==> src/rtl/traffic_phase_ctrl.sv <==
// Two-way intersection phase sequencer: prescaled 1 s tick, per-phase BCD
// countdown, pedestrian-shortened greens and registered-phase light decode.
module traffic_phase_ctrl #(
  parameter int CLK_DIV  = 50000000,
  parameter int T_GREEN  = 9,
  parameter int T_YELLOW = 3,
  parameter int T_ALLRED = 2,
  parameter int T_PED    = 3
) (
  input  logic       clk,
  input  logic       rst_n,
  input  logic       en,
  input  logic       ped_req,
  output logic [2:0] ns_light,
  output logic [2:0] ew_light,
  output logic [3:0] count_bcd,
  output logic [2:0] phase,
  output logic       tick,
  output logic       walk
);

  localparam int PW = (CLK_DIV > 2) ? $clog2(CLK_DIV) : 1;
  localparam logic [PW-1:0] PRESC_LAST = PW'(CLK_DIV - 1);

  localparam logic [2:0] NS_GREEN  = 3'd0;
  localparam logic [2:0] NS_YELLOW = 3'd1;
  localparam logic [2:0] ALLRED_A  = 3'd2;
  localparam logic [2:0] EW_GREEN  = 3'd3;
  localparam logic [2:0] EW_YELLOW = 3'd4;
  localparam logic [2:0] ALLRED_B  = 3'd5;

  localparam logic [3:0] LD_GREEN  = 4'(T_GREEN);
  localparam logic [3:0] LD_YELLOW = 4'(T_YELLOW);
  localparam logic [3:0] LD_ALLRED = 4'(T_ALLRED);
  localparam logic [3:0] LD_PED    = 4'(T_PED);

  localparam logic [2:0] L_RED = 3'b100;
  localparam logic [2:0] L_YEL = 3'b010;
  localparam logic [2:0] L_GRN = 3'b001;

  logic [PW-1:0] presc_q, presc_d;
  logic          tick_q, tick_d;
  logic [2:0]    phase_q, phase_d;
  logic [3:0]    cnt_q, cnt_d;
  logic          pend_q, pend_d;
  logic          step;
  logic          is_green;
  logic          ped_apply;

  // Prescaler: tick_d doubles as the phase-advance strobe so the registered
  // tick and the count/phase update land on the same edge.
  always_comb begin
    presc_d = presc_q;
    tick_d  = 1'b0;
    if (en) begin
      if (presc_q == PRESC_LAST) begin
        presc_d = '0;
        tick_d  = 1'b1;
      end else begin
        presc_d = presc_q + 1'b1;
      end
    end
  end

  assign step      = tick_d;
  assign is_green  = (phase_q == NS_GREEN) || (phase_q == EW_GREEN);
  assign ped_apply = step && is_green && pend_q;

  always_comb begin
    phase_d = phase_q;
    cnt_d   = cnt_q;
    if (phase_q > ALLRED_B) begin
      phase_d = NS_GREEN;
      cnt_d   = LD_GREEN;
    end else if (step) begin
      if (ped_apply && (cnt_q > LD_PED)) begin
        cnt_d = LD_PED;
      end else if (cnt_q == 4'd1) begin
        case (phase_q)
          NS_GREEN:  begin phase_d = NS_YELLOW; cnt_d = LD_YELLOW; end
          NS_YELLOW: begin phase_d = ALLRED_A;  cnt_d = LD_ALLRED; end
          ALLRED_A:  begin phase_d = EW_GREEN;  cnt_d = LD_GREEN;  end
          EW_GREEN:  begin phase_d = EW_YELLOW; cnt_d = LD_YELLOW; end
          EW_YELLOW: begin phase_d = ALLRED_B;  cnt_d = LD_ALLRED; end
          default:   begin phase_d = NS_GREEN;  cnt_d = LD_GREEN;  end
        endcase
      end else begin
        cnt_d = cnt_q - 4'd1;
      end
    end
  end

  // A request on the consuming edge re-arms pending; it is seen next tick.
  assign pend_d = ped_req | (pend_q & ~ped_apply);

  always_ff @(posedge clk or negedge rst_n) begin
    if (!rst_n) begin
      presc_q <= '0;
      tick_q  <= 1'b0;
      phase_q <= NS_GREEN;
      cnt_q   <= LD_GREEN;
      pend_q  <= 1'b0;
    end else begin
      presc_q <= presc_d;
      tick_q  <= tick_d;
      phase_q <= phase_d;
      cnt_q   <= cnt_d;
      pend_q  <= pend_d;
    end
  end

  always_comb begin
    ns_light = L_RED;
    ew_light = L_RED;
    case (phase_q)
      NS_GREEN:  ns_light = L_GRN;
      NS_YELLOW: ns_light = L_YEL;
      EW_GREEN:  ew_light = L_GRN;
      EW_YELLOW: ew_light = L_YEL;
      default: ;
    endcase
  end

  assign walk      = (phase_q == ALLRED_A) || (phase_q == ALLRED_B);
  assign count_bcd = cnt_q;
  assign phase     = phase_q;
  assign tick      = tick_q;

endmodule

==> config.mk <==
export PLATFORM = sky130hd
export DESIGN_NAME = traffic_phase_ctrl
export DESIGN_NICKNAME = d
export VERILOG_FILES = /design/src/rtl/traffic_phase_ctrl.sv
export SDC_FILE = /design/constraint.sdc
export NUM_CORES = 1
export LEC_CHECK = 0
export BUFFER_PORTS_ARGS = -buffer_cell sky130_fd_sc_hd__buf_4
export CAP_MARGIN = 20
export CORE_ASPECT_RATIO = 1.5
export CORE_MARGIN = 2
export CORE_UTILIZATION = 30
export DETAILED_ROUTE_END_ITERATION = 7
export GPL_TIMING_DRIVEN = 0
export HOLD_SLACK_MARGIN = 0.15
export PLACE_DENSITY = 0.42
export SKIP_CTS_REPAIR_TIMING = 1
export SLEW_MARGIN = 0
export SYNTH_ARGS = -nofsm -noshare
export SYNTH_HDL_FRONTEND = slang
export SYNTH_SLANG_ARGS = --single-unit
==> constraint.sdc <==
create_clock -name clk -period 6.4 [get_ports clk]
set_input_delay 1.28 -clock clk [delete_from_list [all_inputs] [get_ports clk]]
set_output_delay 1.28 -clock clk [all_outputs]
set_load 0.005 [all_outputs]
==> load_flow_metrics.sql, run 1 <==
INSERT INTO impl_metrics (metric_group, metric, value, unit) VALUES
('critical_path', 'timing.reg2reg.setup_slack', '4040', 'ps'),
('timing', 'finalMaxSlewViolations', '0', ''),
('clock_tree', 'clkSinkCount', '35', ''),
('synthesis', 'syn-num-nets', '230', ''),
('synthesis', 'synth.yosys.warnings', '0', ''),
('grt', 'grt_pass1_wl', '8470', 'um'),
('worst_hold_path', 'worstHoldPathType', 'flop to flop', ''),
('cells_and_area', 'nets', '255', ''),
('grt', 'global_route.usage.met3', '0.0237', ''),
('grt', 'pin_count_of_the_biggest_net_entering_global_routing', '36', ''),
('synthesis', 'postSynth.asyncResetShare', '1.00', ''),
('floorplanning', 'num_rows', '37', ''),
('timing', 'setup-violations-final', '0', ''),
('clock_tree', 'tritoncts_clock_tree', 'yes', ''),
('clock_tree', 'cts_max_path_buffers', '2', ''),
('critical_path', 'r2r.worst_path.cells', '5', ''),
('synthesis', 'yosys_register_bits', '35', ''),
('drt', 'totalWireLength', '5340', 'um'),
('grt', 'globalRoute.totalOverflow', '0', ''),
('synthesis', 'seq_total_area_yosys', '0.420', ''),
('timing', 'final_min_period_over_clock_period', '0.468', ''),
('cells_and_area', 'syn2layout_area_growth', '15.0', '%'),
('drt', 'route.antenna.remaining_nets', '0', ''),
('critical_path', 'crit_path_end_kind', 'output port', ''),
('grt', 'global_route.peak_usage_layer', 'met2', ''),
('critical_path', 'worstPathArrival', '1710', 'ps'),
('floorplanning', 'ioPinCount', '19', ''),
('timing', 'post_route_worst_setup_slack', '3410', 'ps'),
('critical_path', 'cp_top_family', 'buffers and inverters', ''),
('grt', 'met2_global_route_usage', '0.277', ''),
('outcome', 'status', 'completed', ''),
('floorplanning', 'core-area', '0.00681', 'sq mm'),
('floorplanning', 'die_area', '0.00767', 'sq mm'),
('critical_path', 'timing.critical_path.depth', '4', ''),
('timing', 'finalCriticalPeriod', '2990', 'ps'),
('clock_tree', 'cts_buffers', '5', ''),
('drt', 'vias', '1747', ''),
('grt', 'gr-usage-all-layers', '0.145', ''),
('synthesis', 'synthFlopType', 'sky130_fd_sc_hd__dfrtp_1', ''),
('critical_path', 'critical_path.slowest_cell', 'sky130_fd_sc_hd__nor3b_1', ''),
('drt', 'vias_per_cell', '5.34', ''),
('drt', 'routedWlPerCell', '16.3', 'um'),
('drt', 'drcViolationCount', '0', ''),
('timing', 'fmax', '334', 'MHz'),
('timing', 'clock_skew', '7.40', 'ps'),
('critical_path', 'crit_path_max_fanout', '10', ''),
('floorplanning', 'die_width', '72.2', 'um'),
('placed_design', 'placement.setup.worst_slack', '3360', 'ps'),
('cells_and_area', 'antenna-diode-count', '0', ''),
('grt', 'global_route.usage.met1', '0.151', ''),
('synthesis', 'number_of_synthesized_flops_with_an_enable_pin', '0', ''),
('critical_path', 'timing.rr.start', 'presc_q[0]$_DFFE_PN0P_', ''),
('critical_path', 'setup.worst_path.start_class', 'flop', ''),
('critical_path', 'biggest_cell_delay_along_the_critical_path', '430', 'ps'),
('clock_tree', 'cts_clk_pin_slew_worst_paths', '70', 'ps'),
('critical_path', 'critical_path_required', '5120', 'ps'),
('floorplanning', 'chipHeight', '106', 'um'),
('floorplanning', 'initial_utilization', '0.307', ''),
('clock_tree', 'cts_max_level', '2', ''),
('pwr', 'max-vdd-ir-drop', '0.0786', 'mV'),
('critical_path', 'critical_path.n_buffers_inverters', '2', ''),
('placed_design', 'place.gp.congestion', '0.749', ''),
('drt', 'detail_route.iter0.violations', '56', ''),
('grt', 'grt_antenna_before_repair', '0', ''),
('synthesis', 'post_synth_instance_area', '0.00209', 'sq mm'),
('pwr', 'leakage', '0.972', 'nW'),
('placed_design', 'port-buffer-count', '18', ''),
('clock_tree', 'ctsRootBufferMaster', 'sky130_fd_sc_hd__clkbuf_8', ''),
('critical_path', 'crit_start', 'phase[2]$_DFFE_PN0P_', ''),
('timing', 'finalSetupTns', '0', 'ps'),
('pwr', 'finalPower', '0.489', 'mW');
-- cell usage in the layout, fill, tap and decap left out, drive strengths merged, types with 2 or more instances in the layout --
cell type	synthesis	layout
dfrtp	33	33
nand2	21	21
buf	3	21
clkbuf	7	14
nor2	12	12
or4	12	12
a21oi	11	11
nand3	11	11
nor4	11	11
inv	9	9
o31ai	9	9
nor3	8	8
o21ai	7	7
xnor2	7	7
xor2	6	6
or3	6	6
mux2i	6	6
nor3b	5	5
nand4	5	5
nand2b	4	4
nor4b	3	3
ha	3	3
or2	2	2
and2	2	2
and3	2	2
or4b	2	2
nor2b	2	2
dfstp	2	2
-- routing by layer --
metal | share of wire | vias up
li1 | - | 872
met1 | 0.40 | 831
met2 | 0.54 | 36
met3 | 0.033 | 8
met4 | 0.021 | 0
met5 | 0 | -
-- where the power goes --
group	internal [mW]	switching, mW
Clock	0.0764	0.0801
Sequential	0.238	0.0257
Combinational	0.0259	0.0427
Total	0.341	0.149
-- logic make-up after synthesis --
group / after synthesis / synth area share
multiplexers: 7 / 0.0341
buffers and inverters: 19 / 0.0425
adder cells (fa/ha/maj): 3 / 0.0180
XOR/XNOR: 13 / 0.0545
AO/OA/AOI/OAI: 36 / 0.110
AND/OR/NAND/NOR: 110 / 0.321
flip-flops: 35 / 0.420
-- worst min-delay path by stage --
stage,start,to,slack (ps),depth (start not counted)
2_1_floorplan,presc_q[25]$_DFFE_PN0P_,presc_q[25]$_DFFE_PN0P_,450,1
3_3_place_gp,presc_q[25]$_DFFE_PN0P_,presc_q[25]$_DFFE_PN0P_,480,1
4_1_cts,presc_q[6]$_DFFE_PN0P_,presc_q[6]$_DFFE_PN0P_,510,1
6_report,presc_q[6]$_DFFE_PN0P_,presc_q[6]$_DFFE_PN0P_,510,1
5_1_grt,presc_q[6]$_DFFE_PN0P_,presc_q[6]$_DFFE_PN0P_,530,1
3_5_place_dp,presc_q[25]$_DFFE_PN0P_,presc_q[25]$_DFFE_PN0P_,490,1
-- registers in the layout, summed over array words and instances (netlist names) --
| register | count |
|---|---|
| tick | 1 |
| presc_q | 26 |
| phase | 3 |
| pend_q | 1 |
| count_bcd | 4 |
-- per-stage QoR --
step	utilization	hold WS, ps	cell area [sq um]	instances
4_1_cts	0.353	506	2400	327
3_5_place_dp	0.341	493	2320	319
5_1_grt	0.353	530	2400	327
6_report	0.353	510	2400	327
3_3_place_gp	0.341	481	2320	319
2_1_floorplan	-	449	2090	223
-- area by class of cell --
type                            count  area [sq um]
Timing Repair Buffer               18           135
Fill cell                         718          4400
Clock buffer                        7          76.3
Multi-Input combinational cell    169          1120
Inverter                            9          33.8
Buffer                             10          55.1
Tap cell                           78          97.6
Clock inverter                      1          5.00
Sequential cell                    35           878
-- cell usage after synthesis (all sizes together) (4+ instances only) --
| cell type | instances | area (sq um) |
|---|---|---|
| nor3 | 8 | 40.0 |
| xor2 | 6 | 52.6 |
| or4 | 12 | 97.6 |
| nand2b | 4 | 25.0 |
| o21ai | 7 | 35.0 |
| dfrtp | 33 | 826 |
| o31ai | 9 | 67.6 |
| nor4 | 11 | 75.1 |
| mux2i | 6 | 60.1 |
| clkbuf | 7 | 27.5 |
| nor2 | 12 | 45.0 |
| xnor2 | 7 | 61.3 |
| or3 | 6 | 37.5 |
| nand2 | 21 | 78.8 |
| nor3b | 5 | 37.5 |
| a21oi | 11 | 55.1 |
| inv | 9 | 33.8 |
| nand4 | 5 | 61.3 |
| nand3 | 11 | 60.1 |
No activity file was read; power rests on OpenSTA's default activity.
==> run 2, diff against run 1 <==
--- a/config.mk
+++ b/config.mk
@@ -5,6 +5,7 @@
 export SDC_FILE = /design/constraint.sdc
 export NUM_CORES = 1
 export LEC_CHECK = 0
+export ABC_AREA = 1
 export BUFFER_PORTS_ARGS = -buffer_cell sky130_fd_sc_hd__buf_4
 export CAP_MARGIN = 20
 export CORE_ASPECT_RATIO = 1.5
==> constraint.sdc (replaced) <==
create_clock -name clk -period 3 [get_ports clk]
set_input_delay 0.6 -clock clk [delete_from_list [all_inputs] [get_ports clk]]
set_output_delay 0.6 -clock clk [all_outputs]
set_load 0.005 [all_outputs]
==> run 2 against run 1 <==
Count of clock-buffer cells in the layout is 1 higher. Die area is 8.9% higher. Register-to-register slack worse by 2800 ps. Critical path type unchanged. Largest cell class unchanged.
==> load_flow_metrics.sql, run 2 <==
INSERT INTO impl_metrics (metric_group, metric, value, unit) VALUES
('grt', 'global_route.usage.met1', '0.178', ''),
('drt', 'vias_per_cell', '4.56', ''),
('critical_path', 'cp_top_family', 'buffers and inverters', ''),
('timing', 'worst-slew-pin-transition', '487', 'ps'),
('floorplanning', 'die_width', '75.3', 'um'),
('timing', 'finalSetupTns', '0', 'ps'),
('critical_path', 'biggest_cell_delay_along_the_critical_path', '380', 'ps'),
('grt', 'grt_pass1_vias', '2074', ''),
('synthesis', 'syn_inst', '325', ''),
('critical_path', 'worstPathArrival', '1320', 'ps'),
('synthesis', 'synthTopCellsByArea', 'sky130_fd_sc_hd__dfrtp_1, sky130_fd_sc_hd__nand2_1, sky130_fd_sc_hd__nor2_1', ''),
('synthesis', 'yosysMostFrequentCell', 'sky130_fd_sc_hd__nand2_1', ''),
('grt', 'global_route.usage.met3', '0.0273', ''),
('drt', 'drcViolationCount', '0', ''),
('pwr', 'leakage', '1.41', 'nW'),
('cells_and_area', 'antenna-diode-count', '0', ''),
('drt', 'drt-pass1-iter-count', '4', ''),
('outcome', 'status', 'completed', ''),
('pwr', 'internal-power', '0.885', 'mW'),
('floorplanning', 'num_rows', '39', ''),
('flow_run', 'cap_viol_max_count', '0', ''),
('grt', 'pin_count_of_the_biggest_net_entering_global_routing', '36', ''),
('floorplanning', 'die_area', '0.00835', 'sq mm'),
('critical_path', 'crit_top_cell', 'sky130_fd_sc_hd__nor2_1', ''),
('critical_path', 'timing.rr.start', 'presc_q[0]$_DFFE_PN0P_', ''),
('critical_path', 'crit_path_max_fanout', '10', ''),
('synthesis', 'post_synth_num_cell_types', '32', ''),
('floorplanning', 'core-area', '0.00751', 'sq mm'),
('placed_design', 'dpl-instance-area', '0.00255', 'sq mm'),
('synthesis', 'yosys_register_bits', '35', ''),
('clock_tree', 'ctsRootBufferMaster', 'sky130_fd_sc_hd__clkbuf_16', ''),
('timing', 'rsz0062_at_grt', 'false', ''),
('synthesis', 'syn-num-nets', '332', ''),
('timing', 'fmax', '521', 'MHz'),
('cells_and_area', 'syn2layout_area_growth', '17.5', '%'),
('critical_path', 'criticalPathCategory', 'flop to output port', ''),
('pwr', 'p_per_area', '466', 'mW/mm^2'),
('pwr', 'power_frac_clock', '0.408', ''),
('clock_tree', 'cts_max_path_buffers', '2', ''),
('timing', 'clock_skew', '2.74', 'ps'),
('cells_and_area', 'most-common-layout-cells', 'sky130_fd_sc_hd__nand2_1, sky130_fd_sc_hd__nor2_1, sky130_fd_sc_hd__inv_1, sky130_fd_sc_hd__dfrtp_1, sky130_fd_sc_hd__nand3_1', ''),
('timing', 'hold_slack', '272', 'ps'),
('grt', 'globalRoute.totalOverflow', '0', ''),
('synthesis', 'post_synth_instance_area', '0.00229', 'sq mm'),
('clock_tree', 'clk-insertion-delay-late', '280', 'ps'),
('synthesis', 'postSynth.asyncResetShare', '1.00', ''),
('pwr', 'max-vdd-ir-drop', '0.300', 'mV'),
('clock_tree', 'cts_clk_pin_slew_worst_paths', '60', 'ps'),
('critical_path', 'timing.rr.end', 'presc_q[22]$_DFFE_PN0P_', ''),
('drt', 'route.antenna.remaining_nets', '0', ''),
('pwr', 'net_switching_component_of_the_power', '0.367', 'mW'),
('cells_and_area', 'post-route-util', '0.357', ''),
('critical_path', 'crit_chain', 'buf_2 -> inv_1 -> nor2_1 -> nor2_1 -> buf_4', ''),
('drt', 'totalWireLength', '5860', 'um'),
('synthesis', 'number_of_synthesized_flops_with_an_enable_pin', '0', ''),
('clock_tree', 'clkSinkCount', '35', ''),
('critical_path', 'timing.reg2reg.setup_slack', '1280', 'ps'),
('critical_path', 'critical_path.slowest_cell', 'sky130_fd_sc_hd__dfrtp_1', ''),
('pwr', 'sw_frac_of_total', '0.293', ''),
('cells_and_area', 'regMostFlops', 'presc_q', ''),
('grt', 'gr-usage-all-layers', '0.160', ''),
('pwr', 'power.combinational.fraction', '0.137', ''),
('timing', 'finalMaxSlewViolations', '0', ''),
('critical_path', 'critical_path_required', '2400', 'ps'),
('grt', 'global_route.peak_usage_layer', 'met2', ''),
('grt', 'met2_global_route_usage', '0.290', ''),
('critical_path', 'crit_path_end_kind', 'output port', ''),
('critical_path', 'critical_path.n_buffers_inverters', '3', ''),
('cells_and_area', 'stdcell_area', '0.00269', 'sq mm'),
('floorplanning', 'chipHeight', '111', 'um'),
('placed_design', 'half_perimeter_wire_length_after_placement', '4530', 'um'),
('cells_and_area', 'nets', '357', ''),
('placed_design', 'port-buffer-count', '18', ''),
('timing', 'max_slew_margin', '0.673', ''),
('synthesis', 'seq_total_area_yosys', '0.384', ''),
('synthesis', 'yosys.area.top_type', 'sky130_fd_sc_hd__dfrtp_1', ''),
('synthesis', 'synth.yosys.warnings', '0', ''),
('worst_hold_path', 'worstHoldPathType', 'primary input to async pin', ''),
('cells_and_area', 'drive_gt1_frac', '0.162', ''),
('floorplanning', 'initial_utilization', '0.304', ''),
('synthesis', 'post_synth.cell_area_avg', '7.03', 'sq um'),
('drt', 'detail_route.iter0.violations', '92', ''),
('pwr', 'sequentialPowerShare', '0.455', ''),
('pwr', 'finalPower', '1.25', 'mW'),
('grt', 'grt_antenna_before_repair', '0', ''),
('synthesis', 'post-synth-top-area-fraction', '0.361', ''),
('clock_tree', 'cts_max_level', '2', ''),
('floorplanning', 'ioPinCount', '19', ''),
('timing', 'timing_hold_violations_final', '0', ''),
('cells_and_area', 'layout.cells.most_common', 'sky130_fd_sc_hd__nand2_1', ''),
('drt', 'vias', '2065', ''),
('grt', 'grt_pass1_wl', '10100', 'um'),
('placed_design', 'place.gp.congestion', '0.826', ''),
('critical_path', 'setup.worst_path.start_class', 'flop', ''),
('critical_path', 'r2r.worst_path.cells', '9', ''),
('cells_and_area', 'largest_register_ff_count', '26', ''),
('synthesis', 'synthFlopType', 'sky130_fd_sc_hd__dfrtp_1', ''),
('synthesis', 'synth.cells.most_frequent', 'sky130_fd_sc_hd__nand2_1, sky130_fd_sc_hd__nor2_1, sky130_fd_sc_hd__inv_1', ''),
('timing', 'final_min_period_over_clock_period', '0.640', ''),
('clock_tree', 'tritoncts_clock_tree', 'yes', ''),
('timing', 'finalCriticalPeriod', '1920', 'ps'),
('drt', 'routedWlPerCell', '12.9', 'um'),
('clock_tree', 'cts_buffers', '5', ''),
('timing', 'setup-violations-final', '0', '');
## run 2: changes by cell type after synthesis, sizes merged, moves of 6 or more
cell,before,now
clkbuf,7,0
inv,9,48
nand2,21,91
nand3,11,28
nor2,12,66
nor4,11,0
o21ai,7,13
o31ai,9,1
or3,6,0
or4,12,0
xnor2,7,1
## run 2: worst max path at each step
stage / depth (start not counted) / from / endpoint
6_report: 5 / phase[2]$_DFFE_PN0P_ / ew_light[2]
5_1_grt: 5 / phase[1]$_DFFE_PN0P_ / ew_light[2]
4_1_cts: 5 / phase[1]$_DFFE_PN0P_ / ew_light[2]
3_5_place_dp: 10 / en / presc_q[20]$_DFFE_PN0P_
3_3_place_gp: 10 / en / presc_q[20]$_DFFE_PN0P_
2_1_floorplan: 4 / phase[2]$_DFFE_PN0P_ / ew_light[2]
## run 2: kinds of logic after synthesis
family | after synthesis | share of synthesized area
flops | 35 | 0.384
mux | 1 | 0.00438
compound gates | 28 | 0.0717
simple gates | 198 | 0.404
xor+xnor | 8 | 0.0307
buf+inv | 52 | 0.0887
fa+ha+maj | 3 | 0.0164
## run 2: power groups by stage
stage | sequential, mW | combinational (mW) | clock [mW]
2_1_floorplan | 0.565 | 0.131 | 0
3_3_place_gp | 0.579 | 0.175 | 0
3_5_place_dp | 0.579 | 0.175 | 0
4_1_cts | 0.571 | 0.177 | 0.532
5_1_grt | 0.578 | 0.204 | 0.552
6_report | 0.570 | 0.172 | 0.511
## run 2: area by class of cell
cell class | count | area [sq um]
fill | 848 | 4830
multi-input combinational | 238 | 1200
sequential | 35 | 878
inverter | 48 | 180
clock buffer | 8 | 136
timing repair buffer | 18 | 135
tap | 102 | 128
buffer | 4 | 22.5
## run 2: worst register-to-register path, cell delays in order (launching register included)
cell and delay, ps:
sky130_fd_sc_hd__dfrtp_1 370, sky130_fd_sc_hd__ha_1 200, sky130_fd_sc_hd__nand3_1 150, sky130_fd_sc_hd__nor3_1 420
sky130_fd_sc_hd__nand2_1 100, sky130_fd_sc_hd__nor2_1 100, sky130_fd_sc_hd__nand3_1 110, sky130_fd_sc_hd__nand2_1 80
sky130_fd_sc_hd__nand2_1 40, sky130_fd_sc_hd__nor2_1 70
## run 2: layer usage
| metal | share of wire | wire length [um] |
|---|---|---|
| met1 | 0.41 | 2420 |
| met2 | 0.54 | 3160 |
| met3 | 0.023 | 133 |
| met4 | 0.026 | 151 |
| met5 | 0 | 0 |
## run 2: metrics by stage
| step | worst slack, ps | instances |
|---|---|---|
| 3_5_place_dp | 1200 | 445 |
| 2_1_floorplan | 1550 | 325 |
| 3_3_place_gp | 1220 | 445 |
| 5_1_grt | 926 | 453 |
| 4_1_cts | 1060 | 453 |
| 6_report | 1080 | 453 |
==> run 3, diff against run 2 <==
--- a/config.mk
+++ b/config.mk
@@ -14,7 +14,7 @@
 export DETAILED_ROUTE_END_ITERATION = 7
 export GPL_TIMING_DRIVEN = 0
 export HOLD_SLACK_MARGIN = 0.15
-export PLACE_DENSITY = 0.42
+export PLACE_DENSITY = 0.43
 export SKIP_CTS_REPAIR_TIMING = 1
 export SLEW_MARGIN = 0
 export SYNTH_ARGS = -nofsm -noshare
==> constraint.sdc (replaced) <==
create_clock -name clk -period 1.6 [get_ports clk]
set_input_delay 0.32 -clock clk [delete_from_list [all_inputs] [get_ports clk]]
set_output_delay 0.32 -clock clk [all_outputs]
set_load 0.005 [all_outputs]
==> run 3 against run 2 <==
Via count up 1.9%. Highest routed layer unchanged. Sequential power up 91%. Register-to-register slack worse by 1300 ps. Critical endpoint is now phase[0]$_DFFE_PN0P_.
==> load_flow_metrics.sql, run 3 (synthesized netlist as in run 2, its figures left out) <==
INSERT INTO impl_metrics (metric_group, metric, value, unit) VALUES
('floorplanning', 'chipHeight', '111', 'um'),
('drt', 'route.antenna.remaining_nets', '0', ''),
('floorplanning', 'core-area', '0.00751', 'sq mm'),
('cells_and_area', 'stdcell_area', '0.00298', 'sq mm'),
('clock_tree', 'tritoncts_clock_tree', 'yes', ''),
('timing', 'timing_hold_violations_final', '0', ''),
('critical_path', 'critical_path.n_buffers_inverters', '0', ''),
('critical_path', 'criticalPathCategory', 'flop to flop', ''),
('clock_tree', 'cts_max_level', '2', ''),
('drt', 'vias', '2105', ''),
('cells_and_area', 'syn2layout_area_growth', '30.3', '%'),
('drt', 'vias_per_cell', '4.48', ''),
('clock_tree', 'cts_max_path_buffers', '2', ''),
('timing', 'worst-slew-pin-transition', '484', 'ps'),
('placed_design', 'half_perimeter_wire_length_after_placement', '4380', 'um'),
('floorplanning', 'num_rows', '39', ''),
('critical_path', 'worstPathArrival', '1730', 'ps'),
('cells_and_area', 'drive_gt1_frac', '0.299', ''),
('pwr', 'finalPower', '2.46', 'mW'),
('drt', 'detail_route.iter0.violations', '97', ''),
('pwr', 'max-vdd-ir-drop', '0.565', 'mV'),
('drt', 'routedWlPerCell', '12.7', 'um'),
('timing', 'hold_slack', '247', 'ps'),
('grt', 'grt_pass1_wl', '10000', 'um'),
('cells_and_area', 'final-instance-count-excl-fill', '470', ''),
('worst_hold_path', 'worstHoldPathType', 'primary input to flop', ''),
('pwr', 'p_per_area', '825', 'mW/mm^2'),
('clock_tree', 'clkSinkCount', '35', ''),
('critical_path', 'critical_path_required', '1760', 'ps'),
('cells_and_area', 'nets', '374', ''),
('timing', 'finalCriticalPeriod', '1580', 'ps'),
('timing', 'clock_skew', '8.07', 'ps'),
('critical_path', 'timing.reg2reg.setup_slack', '20', 'ps'),
('timing', 'fmax', '634', 'MHz'),
('critical_path', 'crit_chain', 'ha_2 -> nand2_2 -> nor2_4 -> nand2_2 -> nor2_4 -> nand3_4 -> nand2_4 -> nand2_4 -> nand2_2 -> o21ai_2', ''),
('timing', 'final_min_period_over_clock_period', '0.986', ''),
('cells_and_area', 'most-common-layout-cells', 'sky130_fd_sc_hd__nand2_1, sky130_fd_sc_hd__nor2_1, sky130_fd_sc_hd__inv_1, sky130_fd_sc_hd__buf_4, sky130_fd_sc_hd__dfrtp_1', ''),
('clock_tree', 'ctsRootBufferMaster', 'sky130_fd_sc_hd__clkbuf_16', ''),
('critical_path', 'crit_path_end_kind', 'flop', ''),
('critical_path', 'crit_path_max_fanout', '7', ''),
('floorplanning', 'ioPinCount', '19', ''),
('flow_run', 'cap_viol_max_count', '0', ''),
('outcome', 'status', 'completed', ''),
('grt', 'grt_antenna_before_repair', '0', ''),
('cells_and_area', 'largest_register_ff_count', '26', ''),
('timing', 'finalMaxSlewViolations', '0', ''),
('critical_path', 'biggest_cell_delay_along_the_critical_path', '370', 'ps'),
('critical_path', 'crit_top_cell', 'sky130_fd_sc_hd__nand2_2', ''),
('drt', 'totalWireLength', '5960', 'um'),
('placed_design', 'port-buffer-count', '18', ''),
('critical_path', 'critical_path.slowest_cell', 'sky130_fd_sc_hd__dfrtp_1', ''),
('placed_design', 'post-place-cells', '445', ''),
('clock_tree', 'cts_buffers', '5', ''),
('timing', 'setup-violations-final', '0', ''),
('cells_and_area', 'layout.cells.most_common', 'sky130_fd_sc_hd__nand2_1', ''),
('floorplanning', 'die_width', '75.3', 'um'),
('placed_design', 'dpl-instance-area', '0.00255', 'sq mm'),
('grt', 'globalRoute.totalOverflow', '0', ''),
('placed_design', 'place.gp.congestion', '0.856', ''),
('floorplanning', 'die_area', '0.00835', 'sq mm'),
('clock_tree', 'clk-insertion-delay-late', '280', 'ps'),
('cells_and_area', 'regMostFlops', 'presc_q', ''),
('cells_and_area', 'antenna-diode-count', '0', ''),
('critical_path', 'cp_top_family', 'simple AND/OR/NAND/NOR gates', ''),
('pwr', 'leakage', '1.51', 'nW'),
('timing', 'max_slew_margin', '0.678', ''),
('drt', 'drt-pass1-iter-count', '4', ''),
('grt', 'grt_pass1_vias', '2103', ''),
('grt', 'gr-usage-all-layers', '0.154', ''),
('timing', 'rsz0062_at_grt', 'true', ''),
('cells_and_area', 'fillers', '810', ''),
('critical_path', 'setup.worst_path.start_class', 'flop', ''),
('grt', 'pin_count_of_the_biggest_net_entering_global_routing', '36', ''),
('floorplanning', 'initial_utilization', '0.304', ''),
('clock_tree', 'cts_clk_pin_slew_worst_paths', '60', 'ps'),
('cells_and_area', 'post-route-util', '0.396', ''),
('drt', 'drcViolationCount', '0', '');
-- run 3: changes by cell type in the layout (fill, tap and decap cells not counted), sizes merged --
cell / previous run / this run
buf: 22 / 38
clkbuf: 8 / 7
clkinv: 0 / 1
dlygate4sd3: 0 / 1
-- run 3: power breakdown --
group          switching, mW  internal [mW]  total (mW)
clock                  0.367          0.576       0.943
combinational          0.268          0.157       0.425
sequential             0.114          0.975        1.09
total                  0.750           1.71        2.46
-- run 3: through the flow --
stage	setup slack, ps	setup TNS (ps)
CTS	-114	-741
floorplan	171	0
detailed placement	-93.7	-506
global route	-64.4	-577
global placement	-91.2	-471
finish	23.0	0
-- run 3: path summary, 6_finish.rpt --
path | from | to | depth (start not counted)
setup / recovery | presc_q[0]$_DFFE_PN0P_ | phase[0]$_DFFE_PN0P_ | 10
hold / removal | ped_req | pend_q$_DFF_PN0_ | 2
setup reg to reg | presc_q[0]$_DFFE_PN0P_ | phase[0]$_DFFE_PN0P_ | 10
hold reg to reg | pend_q$_DFF_PN0_ | pend_q$_DFF_PN0_ | 2
max in group asynchronous | rst_n | phase[1]$_DFFE_PN0P_ | 2
min in group asynchronous | rst_n | presc_q[4]$_DFFE_PN0P_ | 2
-- run 3: per-layer routing --
metal  routed length (um)  global-route usage  up-vias
met5                    0                   0        -
met4                  114              0.0468        0
met3                  120              0.0209        8
met2                 3200               0.278       27
met1                 2530               0.181      966
li1                     -                   -     1104
-- run 3: worst register-to-register path, cell delays in order (launching register included) --
cell,delay (ps)
sky130_fd_sc_hd__dfrtp_1,370
sky130_fd_sc_hd__ha_2,220
sky130_fd_sc_hd__nand2_2,70
sky130_fd_sc_hd__nor2_4,130
sky130_fd_sc_hd__nand2_2,90
sky130_fd_sc_hd__nor2_4,120
sky130_fd_sc_hd__nand3_4,140
sky130_fd_sc_hd__nand2_4,120
sky130_fd_sc_hd__nand2_4,80
sky130_fd_sc_hd__nand2_2,70
sky130_fd_sc_hd__o21ai_2,50
-- run 3: layout make-up --
class / instances / area, sq um / area share
clock inverter: 1 / 5.00 / 0.00168
clock buffer: 7 / 133 / 0.0445
inverter: 48 / 180 / 0.0605
multi-input combinational: 238 / 1340 / 0.450
tap: 102 / 128 / 0.0428
sequential: 35 / 882 / 0.296
timing repair buffer: 35 / 273 / 0.0916
buffer: 4 / 38.8 / 0.0130
